## config.mk

```make
export PLATFORM = sky130hd
export DESIGN_NAME = rx_buf_ptr_table
export DESIGN_NICKNAME = d
export VERILOG_FILES = /design/src/rtl/tcp_pkg.sv /design/src/rtl/rx_ptr_bank.sv /design/src/rtl/rx_buf_ptr_table.sv
export SDC_FILE = /design/constraint.sdc
export NUM_CORES = 1
export LEC_CHECK = 0
export BUFFER_PORTS_ARGS = -buffer_cell sky130_fd_sc_hd__buf_2
export CORE_AREA = 2 2 334 336
export CTS_BUF_LIST = sky130_fd_sc_hd__clkbuf_16
export CTS_CLUSTER_DIAMETER = 120
export CTS_CLUSTER_SIZE = 24
export DETAILED_ROUTE_END_ITERATION = 6
export DIE_AREA = 0 0 336 338
export MAX_ROUTING_LAYER = met4
export RECOVER_POWER = 25
export SYNTH_ARGS = -nofsm -noshare
export SYNTH_HDL_FRONTEND = slang
export SYNTH_SLANG_ARGS = --single-unit
```

## constraint.sdc

```tcl
create_clock -name clk -period 16 [get_ports clk]
set_input_delay 1.6 -clock clk [delete_from_list [all_inputs] [get_ports clk]]
set_output_delay 1.6 -clock clk [all_outputs]
set_load 0.03 [all_outputs]
```

## src/rtl/tcp_pkg.sv

```systemverilog
// tcp_pkg: shared sizing constants for the TCP receive path.
//   MAX_TCP_FLOWS     - number of concurrently tracked flows (power of 2)
//   RX_PAYLOAD_PTR_W  - byte-address width of the RX payload buffer; stored
//                       pointers carry one extra wrap bit above this width
//   ST_INIT / ST_RUN  - state encoding of the pointer-table sweep FSM
package tcp_pkg;

  localparam int MAX_TCP_FLOWS    = 16;
  localparam int RX_PAYLOAD_PTR_W = 14;

  localparam logic [0:0] ST_INIT = 1'b0;
  localparam logic [0:0] ST_RUN  = 1'b1;

endpackage

```

## src/rtl/rx_ptr_bank.sv

```systemverilog
// rx_ptr_bank: one-write / one-read flop array holding one pointer per flow.
// The read port is combinational with write-first bypass: when the write
// and read hit the same entry in the same cycle, rd_data returns wr_data.
// Ports:
//   clk      - clock, write on rising edge
//   wr_en    - write strobe
//   wr_addr  - entry written
//   wr_data  - value written
//   rd_addr  - entry read
//   rd_data  - entry value (bypassed from the write port on an address hit)
module rx_ptr_bank #(
  parameter int DEPTH = 8,
  parameter int W     = 5,
  localparam int AW   = $clog2(DEPTH)
) (
  input  logic          clk,
  input  logic          wr_en,
  input  logic [AW-1:0] wr_addr,
  input  logic [W-1:0]  wr_data,
  input  logic [AW-1:0] rd_addr,
  output logic [W-1:0]  rd_data
);

  // No reset: the owning table sweeps every entry to zero after reset.
  logic [W-1:0] mem_q [DEPTH];
  logic [W-1:0] mem_d [DEPTH];

  always_comb begin
    mem_d = mem_q;
    if (wr_en) mem_d[wr_addr] = wr_data;
  end

  always_ff @(posedge clk) begin
    mem_q <= mem_d;
  end

  always_comb begin
    if (wr_en && (wr_addr == rd_addr)) rd_data = wr_data;
    else                               rd_data = mem_q[rd_addr];
  end

endmodule

```

## src/rtl/rx_buf_ptr_table.sv

```systemverilog
// rx_buf_ptr_table: per-flow head / commit / tail pointer table for the RX
// payload buffer, with a combined lookup that also returns used and
// available byte counts.
// Ports:
//   clk, rst              - clock; synchronous active-high reset
//   new_flow_*            - flow initialisation (head, commit := tail ptr);
//                           has absolute priority over single-pointer writes
//   head_wr_* / commit_wr_* / tail_wr_*
//                         - independent single-pointer updates
//   rd_req_*              - lookup request
//   rd_resp_*             - registered lookup response (snapshot + used/avail)
//   dbg_state             - current FSM state (ST_INIT / ST_RUN)
// Handshake: a transfer happens on a rising edge where val=1 and rdy=1;
// rdy never depends on the same interface's val, and rd_resp_* hold still
// while rd_resp_val=1 and rd_resp_rdy=0.
// After reset the table spends NUM_FLOWS_P cycles in ST_INIT zeroing every
// entry; all rdy outputs are low during that sweep.
module rx_buf_ptr_table
  import tcp_pkg::*;
#(
  parameter int NUM_FLOWS_P = MAX_TCP_FLOWS,
  parameter int PTR_W_P     = RX_PAYLOAD_PTR_W,
  localparam int FID_W      = $clog2(NUM_FLOWS_P),
  localparam int PW         = PTR_W_P + 1
) (
  input  logic             clk,
  input  logic             rst,

  input  logic             new_flow_val,
  input  logic [FID_W-1:0] new_flow_flowid,
  input  logic [PW-1:0]    new_flow_head_ptr,
  input  logic [PW-1:0]    new_flow_tail_ptr,
  output logic             new_flow_rdy,

  input  logic             head_wr_val,
  input  logic [FID_W-1:0] head_wr_addr,
  input  logic [PW-1:0]    head_wr_data,
  output logic             head_wr_rdy,

  input  logic             commit_wr_val,
  input  logic [FID_W-1:0] commit_wr_addr,
  input  logic [PW-1:0]    commit_wr_data,
  output logic             commit_wr_rdy,

  input  logic             tail_wr_val,
  input  logic [FID_W-1:0] tail_wr_addr,
  input  logic [PW-1:0]    tail_wr_data,
  output logic             tail_wr_rdy,

  input  logic             rd_req_val,
  input  logic [FID_W-1:0] rd_req_addr,
  output logic             rd_req_rdy,

  output logic             rd_resp_val,
  output logic [PW-1:0]    rd_resp_head,
  output logic [PW-1:0]    rd_resp_commit,
  output logic [PW-1:0]    rd_resp_tail,
  output logic [PW-1:0]    rd_resp_used,
  output logic [PW-1:0]    rd_resp_avail,
  input  logic             rd_resp_rdy,

  output logic [0:0]       dbg_state
);

  // Full buffer size in bytes, expressed in pointer width.
  localparam logic [PW-1:0] BUF_BYTES = {1'b1, {PTR_W_P{1'b0}}};
  localparam logic [FID_W-1:0] LAST_FID = FID_W'(NUM_FLOWS_P - 1);

  logic [0:0]       state_q, state_d;
  logic [FID_W-1:0] cnt_q, cnt_d;
  logic             run;

  logic             resp_val_q, resp_val_d;
  logic [PW-1:0]    resp_head_q, resp_head_d;
  logic [PW-1:0]    resp_commit_q, resp_commit_d;
  logic [PW-1:0]    resp_tail_q, resp_tail_d;
  logic [PW-1:0]    resp_used_q, resp_used_d;
  logic [PW-1:0]    resp_avail_q, resp_avail_d;

  logic             h_we, c_we, t_we;
  logic [FID_W-1:0] h_wa, c_wa, t_wa;
  logic [PW-1:0]    h_wd, c_wd, t_wd;
  logic [PW-1:0]    h_rd, c_rd, t_rd;
  logic             rd_accept;

  assign run = (state_q == ST_RUN);

  // Ready generation.
  always_comb begin
    new_flow_rdy  = run;
    head_wr_rdy   = run & ~new_flow_val;
    commit_wr_rdy = run & ~new_flow_val;
    tail_wr_rdy   = run & ~new_flow_val;
    rd_req_rdy    = run & (~resp_val_q | rd_resp_rdy);
  end

  assign rd_accept = rd_req_val & rd_req_rdy;

  // Sweep FSM.
  always_comb begin
    state_d = state_q;
    cnt_d   = cnt_q;
    if (!run) begin
      cnt_d = cnt_q + 1'b1;
      if (cnt_q == LAST_FID) state_d = ST_RUN;
    end
  end

  // Bank write arbitration: sweep zeroing, then flow init, then the
  // independent single-pointer writes.
  always_comb begin
    h_we = 1'b0;  h_wa = '0;  h_wd = '0;
    c_we = 1'b0;  c_wa = '0;  c_wd = '0;
    t_we = 1'b0;  t_wa = '0;  t_wd = '0;
    if (!run) begin
      h_we = 1'b1;  h_wa = cnt_q;
      c_we = 1'b1;  c_wa = cnt_q;
      t_we = 1'b1;  t_wa = cnt_q;
    end else if (new_flow_val) begin
      h_we = 1'b1;  h_wa = new_flow_flowid;  h_wd = new_flow_head_ptr;
      c_we = 1'b1;  c_wa = new_flow_flowid;  c_wd = new_flow_tail_ptr;
      t_we = 1'b1;  t_wa = new_flow_flowid;  t_wd = new_flow_tail_ptr;
    end else begin
      h_we = head_wr_val;    h_wa = head_wr_addr;    h_wd = head_wr_data;
      c_we = commit_wr_val;  c_wa = commit_wr_addr;  c_wd = commit_wr_data;
      t_we = tail_wr_val;    t_wa = tail_wr_addr;    t_wd = tail_wr_data;
    end
  end

  rx_ptr_bank #(.DEPTH(NUM_FLOWS_P), .W(PW)) u_head_bank (
    .clk(clk), .wr_en(h_we), .wr_addr(h_wa), .wr_data(h_wd),
    .rd_addr(rd_req_addr), .rd_data(h_rd)
  );

  rx_ptr_bank #(.DEPTH(NUM_FLOWS_P), .W(PW)) u_commit_bank (
    .clk(clk), .wr_en(c_we), .wr_addr(c_wa), .wr_data(c_wd),
    .rd_addr(rd_req_addr), .rd_data(c_rd)
  );

  rx_ptr_bank #(.DEPTH(NUM_FLOWS_P), .W(PW)) u_tail_bank (
    .clk(clk), .wr_en(t_we), .wr_addr(t_wa), .wr_data(t_wd),
    .rd_addr(rd_req_addr), .rd_data(t_rd)
  );

  // Response register: snapshot at acceptance, including same-cycle
  // writes via the bank bypass. used/avail are registered with the
  // snapshot so the whole response resets to zero. Arithmetic wraps
  // naturally at PW bits.
  always_comb begin
    resp_val_d    = resp_val_q;
    resp_head_d   = resp_head_q;
    resp_commit_d = resp_commit_q;
    resp_tail_d   = resp_tail_q;
    resp_used_d   = resp_used_q;
    resp_avail_d  = resp_avail_q;
    if (rd_accept) begin
      resp_val_d    = 1'b1;
      resp_head_d   = h_rd;
      resp_commit_d = c_rd;
      resp_tail_d   = t_rd;
      resp_used_d   = t_rd - h_rd;
      resp_avail_d  = BUF_BYTES - (t_rd - h_rd);
    end else if (rd_resp_rdy) begin
      resp_val_d    = 1'b0;
    end
  end

  always_ff @(posedge clk) begin
    if (rst) begin
      state_q       <= ST_INIT;
      cnt_q         <= '0;
      resp_val_q    <= 1'b0;
      resp_head_q   <= '0;
      resp_commit_q <= '0;
      resp_tail_q   <= '0;
      resp_used_q   <= '0;
      resp_avail_q  <= '0;
    end else begin
      state_q       <= state_d;
      cnt_q         <= cnt_d;
      resp_val_q    <= resp_val_d;
      resp_head_q   <= resp_head_d;
      resp_commit_q <= resp_commit_d;
      resp_tail_q   <= resp_tail_d;
      resp_used_q   <= resp_used_d;
      resp_avail_q  <= resp_avail_d;
    end
  end

  assign rd_resp_val    = resp_val_q;
  assign rd_resp_head   = resp_head_q;
  assign rd_resp_commit = resp_commit_q;
  assign rd_resp_tail   = resp_tail_q;
  assign rd_resp_used   = resp_used_q;
  assign rd_resp_avail  = resp_avail_q;
  assign dbg_state      = state_q;

endmodule

```

==> out/metrics.yaml, run 1 <==
run_status:
  status: "finished with violations"
  violations: "capacitance limit, slew limit"
synth:
  synth_seq_area_share_pct: 70.70
  synth_top_flop_cell: "edfxtp_1"
  synth_edf_count: 720
  synth_fp_nets: 1927
  synth.largest_area_cell: "edfxtp_1"
  synth.top_cell.area_share_pct: 65.82
  ys.warnings.count: 0
  synth_seq_cells: 800
  synth.distinct_cells: 66
  synthArstFlopShare_pct: 0
  synth.area.top_cells: "edfxtp_1, mux4_2, dfxtp_1"
  synth.most_common_cell: "edfxtp_1"
  synth.avg_cell_area_sq_um: 18.17
  synth_commonest_cells: "edfxtp_1, mux4_2, nor2_1"
  synth_area_sq_um: 32850
  syn_inst: 1808
timing:
  report.final.hold_viol_count: 0
  slew_headroom_pct: -178.7
  finalCritPeriodShare_pct: 61.22
  clock.fmax_mhz: 102.1
  setup_viol: 0
  tightest_slew_ns: 4.181
  tns_ns: 0
  worst_clock_skew_ns: 0.03138
  fin_crit_ns: 9.795
  slew_viol_final: 164
  rsz0062_at_grt: "no"
worst_setup_path:
  crit_path_start_kind: "input pin"
  crit_family: "buffers and inverters"
  crit_path_end_kind: "flop"
  critPathSlowestCell: "clkbuf_1"
  critPathBufInv: 2
  path_max_fanout: 81
  ff2ff_setup_slack_ns: 9.14
  crit_path_max_incr_delay_ns: 2.56
  critPathKind: "input pin to flop"
  path_cells: "clkbuf_1 > nand2_1 > and3_1 > o41ai_2 > nand3_2 > mux2i_1 > inv_1 > fa_1 > o21ai_0 > o211ai_1 > a2111oi_0 > or3b_1 > or2_4 > o311a_1 > nor4_1"
  required_ns: 16.49
  cp.arrival_ns: 10.29
detailed_routing:
  wire_per_inst_um: 24.53
  drtAntennaViolNets: 0
  first_pass_iters: 5
  vias_per_cell: 5.029
  drt_wl_total_um: 86930
  drc: 0
  vias: 17824
  initialDrtViolationCount: 1703
floorplanning:
  die_x_um: 336
  start_util_pct: 29.85
  core_sq_um: 110100
  die_y_um: 338
  design.die.area_sq_um: 113600
  rows: 122
  pin_count: 185
global_route:
  grt_max_degree: 90
  grt_pass1_vias: 17765
  grt_pass1_wl_um: 124700
  grtUsageTotal_pct: 15.57
  grt_overflow_total: 0
  antenna_found_initial: 6
power:
  combPwrFrac_pct: 11.5
  peakVddDrop_uv: 74.56
  p_clk_share_pct: 28.8
  leakage_nw: 12.25
  p_sw_share_pct: 24.11
  p_sw_w: 0.0009286
  powerDensity_nw_per_um2: 104.1
  power.sequential.fraction_pct: 59.7
  p_int_w: 0.002922
placed_design:
  dpl_cell_area_sq_um: 35910
  port-buffer-count: 184
  globalplace.congestion: 0.8325
  post-dp-hpwl_um: 55370
layout:
  final_util_pct: 33.61
  fin_nets: 2138
  postLayoutCellArea_sq_um: 36990
  area_growth_pct: 12.61
  drive_gt1_share_pct: 26.42
  nFillCells: 10495
clock_tree:
  cts_root_buffer: "clkbuf_16"
  cts_hold_buf: 0
  postCtsSetupRepairBufs: 0
  htree_num_levels: 2
  clk_pin_slew_ns: 0.10
  cts_sinks: 800
  numCtsBuffers: 39
  clock_latency_ns: 0.62
  cts_tree: "yes"
  cts_resized: 0
  clock_path_buffers: 3
job:
  cap_violations: 2
worst_hold_path:
  hp-class: "flop to flop"
==> flip-flops by register name, summed over array words and instances (netlist names) <==
name / cells
u_tail_bank.mem_q: 240
dbg_state: 1
rd_resp_avail: 14
rd_resp_commit: 15
cnt_q: 4
rd_resp_used: 15
rd_resp_head: 15
u_head_bank.mem_q: 240
rd_resp_val: 1
u_commit_bank.mem_q: 240
rd_resp_tail: 15
==> worst reg2reg max path: stages, from the launching register on <==
cell,delay [ns]
dfxtp_2,0.95
a21boi_0,0.37
o21ai_0,0.30
mux2i_1,0.41
nand3_2,0.64
mux2i_1,1.04
inv_1,0.17
fa_1,0.55
o21ai_0,0.23
o211ai_1,0.22
a2111oi_0,0.48
or3b_1,0.52
or2_4,0.31
o311a_1,0.31
nor4_1,0.26
==> per-stage QoR <==
| step | hold slack, ns | power (W) | worst slack (ns) | std cells |
|---|---|---|---|---|
| after floorplan | 0.4834 | 0.002638 | 8.638 | 1808 |
| after global placement | 0.4382 | 0.002776 | 7.472 | 3463 |
| after detailed placement | 0.4430 | 0.002788 | 7.488 | 3463 |
| after CTS | 0.4568 | 0.003880 | 8.130 | 3533 |
| after global routing | 0.4909 | 0.003987 | 5.445 | 3540 |
| final | 0.4575 | 0.003851 | 6.205 | 3544 |
==> layout make-up <==
cell class                      count  area [sq um]  area share (%)
Clock buffer                       39         975.9           2.638
Multi-Input combinational cell    889          9155           24.75
Clock inverter                     31         166.4          0.4499
Tap cell                         1488          1862           5.033
Sequential cell                   800         23220           62.78
Timing Repair Buffer              276          1538           4.157
Antenna cell                        8         20.02         0.05412
Inverter                           13         48.80          0.1319
==> worst paths after layout <==
kind	cells past startpoint	to	from
hold reg to reg	2	rd_resp_avail[4]	rd_resp_avail[4]
hold / removal	2	rd_resp_avail[4]	rd_resp_avail[4]
setup reg to reg	14	rd_resp_avail[14]	dbg_state
setup / recovery	15	rd_resp_avail[14]	new_flow_val
==> power groups by stage <==
| stage | logic (W) | clock network [W] | registers (W) |
|---|---|---|---|
| floorplan | 0.000294 | 0 | 0.00234 |
| global placement | 0.000432 | 0 | 0.00234 |
| detailed placement | 0.000441 | 0 | 0.00235 |
| CTS | 0.000442 | 0.00114 | 0.00230 |
| global route | 0.000476 | 0.00121 | 0.00230 |
| finish | 0.000444 | 0.00111 | 0.00230 |
==> layout by cell type (no fill, tap or decap), types with 5 or more instances in the layout <==
master / instances
buf_4: 68
o31ai_1: 9
clkbuf_1: 36
a31oi_1: 5
a21oi_1: 66
a211oi_1: 43
or2_2: 5
dfxtp_1: 79
nand2_1: 69
and3_1: 5
diode_2: 8
edfxtp_1: 720
o21ai_0: 13
nor4_1: 5
nor3_1: 19
or3_1: 5
nor2b_1: 9
nor2_1: 160
ha_1: 15
nand3_1: 23
mux4_2: 223
nand2b_1: 47
xnor2_1: 23
mux2_2: 13
buf_2: 169
nand3b_1: 8
clkbuf_16: 39
a21o_1: 13
mux2i_1: 54
inv_1: 38
==> cell families (layout without fill, tap and decap cells) <==
family | Yosys count | in the layout | synth area share, %
DFF | 800 | 800 | 70.70
AOI/OAI and AO/OA | 182 | 182 | 3.661
and+or+nand+nor | 369 | 369 | 5.215
xor gates and xnor gates | 27 | 27 | 0.7199
adders and majority gates | 18 | 18 | 0.6971
buffers and inverters | 119 | 359 | 1.474
muxes | 293 | 293 | 17.54
other | 0 | 8 | 0
==> layer usage <==
| metal | routed length [um] | part of all wire (%) | GRT usage, % |
|---|---|---|---|
| met5 | 0 | 0 | - |
| met4 | 1728 | 2.0 | 3.196 |
| met3 | 7406 | 8.5 | 3.221 |
| met2 | 38980 | 45 | 23.09 |
| met1 | 38810 | 45 | 22.15 |
Power figures use the tool's default switching activity.
==> run 2: changes to the inputs <==
- clock period: 16 -> 8.07 ns (I/O delays scaled with it)
==> out/metrics.yaml, run 2 (same netlist as run 1, synthesis figures left out) <==
clock_tree:
  postCtsSetupRepairBufs: 0  # unchanged
  cts_sinks: 800  # unchanged
  numCtsBuffers: 39  # unchanged
  htree_num_levels: 2  # unchanged
  cts_hold_buf: 0  # unchanged
  clock_latency_ns: 0.63  # about the same
  cts_root_buffer: "clkbuf_16"
  clock_path_buffers: 3  # unchanged
  cts_resized: 0  # unchanged
  clk_pin_slew_ns: 0.10  # about the same
  cts_tree: "yes"
timing:
  report.final.hold_viol_count: 0  # unchanged
  setup_viol: 0  # unchanged
  fin_crit_ns: 6.523
  slew_viol_final: 0  # -100%
  worst_clock_skew_ns: 0.03965  # +0.008269 ns
  rsz0062_at_grt: "no"
  tns_ns: 0  # unchanged
  finalCritPeriodShare_pct: 80.83
  slew_headroom_pct: 16.07  # +190 points
  clock.fmax_mhz: 153.3
  tightest_slew_ns: 1.254  # -2.927 ns
  setup_ws_ns: 1.547  # -4.658 ns
detailed_routing:
  drc: 0  # unchanged
  highest_layer: "met4"
  met1Wirelength_um: 38850  # about the same
  wire_per_inst_um: 24.75  # +0.89%
  vias_per_cell: 5.092  # +1.2%
  first_pass_iters: 5  # unchanged
  drtAntennaViolNets: 0  # unchanged
  drt_wl_total_um: 87850  # +1.1%
  wl_met3_um: 6671  # -9.9%
  vias: 18076  # +1.4%
  met2_length_um: 40810  # +4.7%
  initialDrtViolationCount: 1945  # +14%
worst_setup_path:
  cp.arrival_ns: 7.03  # -3.26 ns
  reg2regPathDepth: 15  # +1
  crit_path_end_kind: "flop"
  required_ns: 8.57  # -7.92 ns
  crit_path_max_incr_delay_ns: 0.89  # -1.67 ns
  critPathSlowestCell: "dfxtp_2"
  path_max_fanout: 32  # -60%
  path_cells: "inv_1 > a221o_1 > nor3_1 > nand3_2 > buf_4 > mux2i_1 > inv_1 > fa_1 > o21ai_0 > o211ai_1 > a2111oi_0 > or3b_1 > or2_4 > o311a_1 > nor4_1"
  r2r-end: "rd_resp_avail[14]"
  ff2ff_setup_slack_ns: 1.55  # -7.59 ns
  crit_path_start_kind: "flop"
  worstReg2RegStart: "dbg_state"
  crit_top_cell: "inv_1"
  critPathKind: "flop to flop"
layout:
  area_growth_pct: 12.47
  postLayoutCellArea_sq_um: 36940  # -0.13%
  reg_top3: "u_commit_bank.mem_q: 240 flops, u_head_bank.mem_q: 240 flops, u_tail_bank.mem_q: 240 flops"
  multiInputGateArea_sq_um: 9151  # about the same
  final_cell_mix: "edfxtp_1, mux4_2, nor2_1"
  fin_nets: 2142  # +0.19%
  drive_gt1_share_pct: 23.42  # -3.0 points
  nFillCells: 10472  # -0.22%
  seqCellArea_sq_um: 23220  # unchanged
  final_common_cell: "edfxtp_1"
worst_hold_path:
  hp-class: "flop to flop"
  min_path_cells: 2  # unchanged
  min_to: "rd_resp_avail[3]"
  hold_start: "rd_resp_avail[3]"
floorplanning:
  start_util_pct: 29.85  # unchanged
  design.die.area_sq_um: 113600  # unchanged
  rows: 122  # unchanged
  pin_count: 185  # unchanged
  die_x_um: 336  # unchanged
  die_y_um: 338  # unchanged
  core_sq_um: 110100  # unchanged
placed_design:
  post-dp-hpwl_um: 57300  # +3.5%
  dpl_worst_slack_ns: 1.380  # -6.108 ns
  port-buffer-count: 184  # unchanged
  globalplace.congestion: 0.8587  # +3.1%
  dpl_cell_area_sq_um: 35940  # about the same
global_route:
  grt_pass1_vias: 17681  # -0.47%
  grt_overflow_total: 0  # unchanged
  antenna_found_initial: 12  # +6
  grt_pass1_wl_um: 125500  # +0.64%
  grt_max_degree: 82  # -8.9%
  grtUsageTotal_pct: 15.65  # +0.079 points
power:
  power_w: 0.007628  # +98%
  leakage_nw: 12.00  # -2.0%
  peakVddDrop_uv: 158.5  # +110%
  powerDensity_nw_per_um2: 206.5  # +98%
run_status:
  status: "completed"
job:
  cap_violations: 0  # -2
-- run 2: changes by cell type in the layout (fill, tap and decap cells not counted), moves of 3 or more --
cell	before	now
clkbuf_1	36	98
buf_2	169	103
buf_4	68	77
inv_1	38	41
-- run 2: cell type report --
class	count	share of cell area, %
repair buffers	280	4.027
multi-input cells	889	24.77
clock inverters	33	0.4708
flip-flops and latches	800	62.86
well taps	1488	5.040
diodes	8	0.05419
inverters	13	0.1321
clock buffers	39	2.642
-- run 2: critical path: cells and delay by family (launching register included) --
kind	cells	cell delay [ns]
AO/OA/AOI/OAI	5	1.85
AND/OR/NAND/NOR	5	1.48
buffers and inverters	3	1.09
flip-flops	1	0.89
adder cells (fa/ha/maj)	1	0.54
multiplexers	1	0.53
-- run 2: layer usage --
metal / GRT usage, % / up-vias
li1: - / 7683
met1: 22.03 / 9536
met2: 23.98 / 777
met3: 2.837 / 80
met4: 2.786 / 0
met5: - / -
-- run 2: power by group --
group          switching [W]  internal [W]  total [W]
combinational       0.000523      0.000347   0.000871
clock                0.00129      0.000907    0.00220
sequential         0.0000195       0.00454    0.00456
-- run 2: worst max-delay path by stage --
stage                   start           endpoint  slack, ns  cells past startpoint
2_1_floorplan  rd_req_addr[0]  rd_resp_avail[14]       1.50                     21
3_3_place_gp   rd_req_addr[0]  rd_resp_avail[14]       1.58                     14
3_5_place_dp   rd_req_addr[2]  rd_resp_avail[14]       1.38                     15
4_1_cts             dbg_state  rd_resp_avail[14]       1.90                     16
5_1_grt             dbg_state  rd_resp_avail[14]       1.08                     14
6_report            dbg_state  rd_resp_avail[14]       1.55                     15
-- run 2: per-stage QoR --
stage	hold WS (ns)	utilization, %	cells
after floorplan	0.4834	-	1808
after global placement	0.4386	32.66	3469
after detailed placement	0.4471	32.66	3469
after CTS	0.4587	33.70	3541
after global routing	0.4855	33.56	3549
final	0.4606	33.57	3550
==> run 3: changes to the inputs <==
- clock period: 8.07 -> 6.1 ns (I/O delays scaled with it)
==> out/metrics.yaml, run 3 (same netlist as run 1, synthesis figures left out) <==
run_status:
  status: "finished with violations"
  violations: "capacitance limit, slew limit"
detailed_routing:
  initialDrtViolationCount: 1838  # -5.5%
  first_pass_iters: 7  # +2
  wl_met3_um: 7810  # +17%
  met1Wirelength_um: 39090  # +0.64%
  drtAntennaViolNets: 0  # unchanged
  drt_wl_total_um: 87740  # -0.13%
  wire_per_inst_um: 24.50  # -0.99%
  drc: 0  # unchanged
  highest_layer: "met4"
  met2_length_um: 39640  # -2.9%
  vias_per_cell: 5.015  # -1.5%
  vias: 17960  # -0.64%
power:
  power_w: 0.01015  # +33%
  leakage_nw: 12.24  # +2.0%
  peakVddDrop_uv: 187.5  # +18%
  powerDensity_nw_per_um2: 272.5  # +32%
clock_tree:
  clock_path_buffers: 3  # unchanged
  htree_num_levels: 2  # unchanged
  cts_root_buffer: "clkbuf_16"
  numCtsBuffers: 39  # unchanged
  clk_pin_slew_ns: 0.09  # about the same
  cts_sinks: 800  # unchanged
  postCtsSetupRepairBufs: 0  # unchanged
  clock_latency_ns: 0.62  # about the same
  cts_resized: 0  # unchanged
  cts_tree: "yes"
  cts_hold_buf: 0  # unchanged
layout:
  seqCellArea_sq_um: 23220  # unchanged
  postLayoutCellArea_sq_um: 37240  # +0.81%
  area_growth_pct: 13.38
  fin_nets: 2177  # +1.6%
  drive_gt1_share_pct: 25.48  # +2.1 points
  reg_top3: "u_commit_bank.mem_q: 240 flops, u_head_bank.mem_q: 240 flops, u_tail_bank.mem_q: 240 flops"
  final_common_cell: "edfxtp_1"
  multiInputGateArea_sq_um: 9156  # about the same
  final_cell_mix: "edfxtp_1, mux4_2, nor2_1"
  nFillCells: 10483  # +0.11%
timing:
  tightest_slew_ns: 4.371  # +3.116 ns
  slew_headroom_pct: -191.4  # -210 points
  setup_viol: 0  # unchanged
  clock.fmax_mhz: 186.7  # +22%
  fin_crit_ns: 5.357  # -1.166 ns
  setup_ws_ns: 0.7432  # -0.8041 ns
  worst_clock_skew_ns: 0.03778  # -0.001867 ns
  rsz0062_at_grt: "no"
  slew_viol_final: 82  # +82
  tns_ns: 0  # unchanged
  report.final.hold_viol_count: 0  # unchanged
  finalCritPeriodShare_pct: 87.82  # +7.0 points
floorplanning:
  die_y_um: 338  # unchanged
  start_util_pct: 29.85  # unchanged
  design.die.area_sq_um: 113600  # unchanged
  rows: 122  # unchanged
  die_x_um: 336  # unchanged
  pin_count: 185  # unchanged
  core_sq_um: 110100  # unchanged
worst_setup_path:
  crit_top_cell: "mux2i_1"
  crit_path_end_kind: "flop"
  ff2ff_setup_slack_ns: 0.74  # -0.80 ns
  path_cells: "a21boi_0 > o21ai_0 > mux2i_1 > nand3_2 > mux2i_1 > ha_1 > a21oi_1 > a211oi_2 > o21a_1 > a2111oi_0 > buf_4 > or3b_1 > or2_4 > o311a_1 > nor4_1"
  cp.arrival_ns: 5.85  # -1.18 ns
  crit_path_max_incr_delay_ns: 0.63  # -0.26 ns
  critPathKind: "flop to flop"
  path_max_fanout: 25  # -22%
  required_ns: 6.60  # -1.97 ns
  critPathSlowestCell: "dfxtp_2"
  crit_path_start_kind: "flop"
placed_design:
  globalplace.congestion: 0.8305  # -3.3%
  dpl_worst_slack_ns: 0.2091  # -1.171 ns
  post-dp-hpwl_um: 57370  # +0.11%
  dpl_cell_area_sq_um: 36230  # +0.80%
  port-buffer-count: 184  # unchanged
global_route:
  grt_max_degree: 82  # unchanged
  grt_overflow_total: 0  # unchanged
  antenna_found_initial: 7  # -5
  grt_pass1_vias: 17661  # -0.11%
  grt_pass1_wl_um: 124000  # -1.2%
  grtUsageTotal_pct: 15.56  # -0.085 points
worst_hold_path:
  hp-class: "input pin to flop"
job:
  cap_violations: 1  # +1
run 3: cell count changes in the layout (fill, tap and decap cells not counted), sizes merged:
| cell | before | now |
|---|---|---|
| buf | 182 | 231 |
| clkbuf | 137 | 123 |
| clkinv | 1 | 0 |
| diode | 8 | 5 |
run 3: routing by layer:
metal,vias to the layer above,GRT usage [%]
met1,9415,22.02
li1,7734,-
met3,75,3.552
met2,736,23.23
met4,0,2.595
met5,-,-
run 3: critical path, delay by kind of cell, from the launching register on:
family / cells / cell delay, ns
compound gates: 7 / 2.05
fa+ha+maj: 1 / 0.31
buf+inv: 1 / 0.19
flops: 1 / 0.63
mux: 2 / 0.66
simple gates: 4 / 1.37
run 3: layout make-up:
class,count,area share [%]
Sequential cell,800,62.36
Multi-Input combinational cell,889,24.59
Tap cell,1488,4.999
Timing Repair Buffer,315,4.814
Clock buffer,39,2.621
Clock inverter,32,0.4569
Inverter,13,0.1310
Antenna cell,5,0.03360
run 3: worst paths after layout:
kind / to / depth (start not counted) / start
worst max-delay path: rd_resp_avail[14] / 15 / dbg_state
worst min-delay path: rd_resp_val / 3 / rd_resp_rdy
worst min register to register: rd_resp_used[11] / 2 / rd_resp_used[11]
worst max register to register: rd_resp_avail[14] / 15 / dbg_state
run 3: through the flow:
step / hold WS (ns) / std cells / util (%)
CTS: 0.2949 / 3575 / 33.96
global placement: 0.4385 / 3504 / 32.92
floorplan: 0.4834 / 1808 / -
finish: 0.3241 / 3581 / 33.84
detailed placement: 0.4477 / 3504 / 32.92
global route: 0.3447 / 3579 / 33.83
run 3: where the power goes:
part / internal, W / total, W / switching, W
clock: 0.00120 / 0.00291 / 0.00171
sequential: 0.00600 / 0.00603 / 0.0000249
combinational: 0.000502 / 0.00121 / 0.000710
total: 0.00771 / 0.0101 / 0.00244
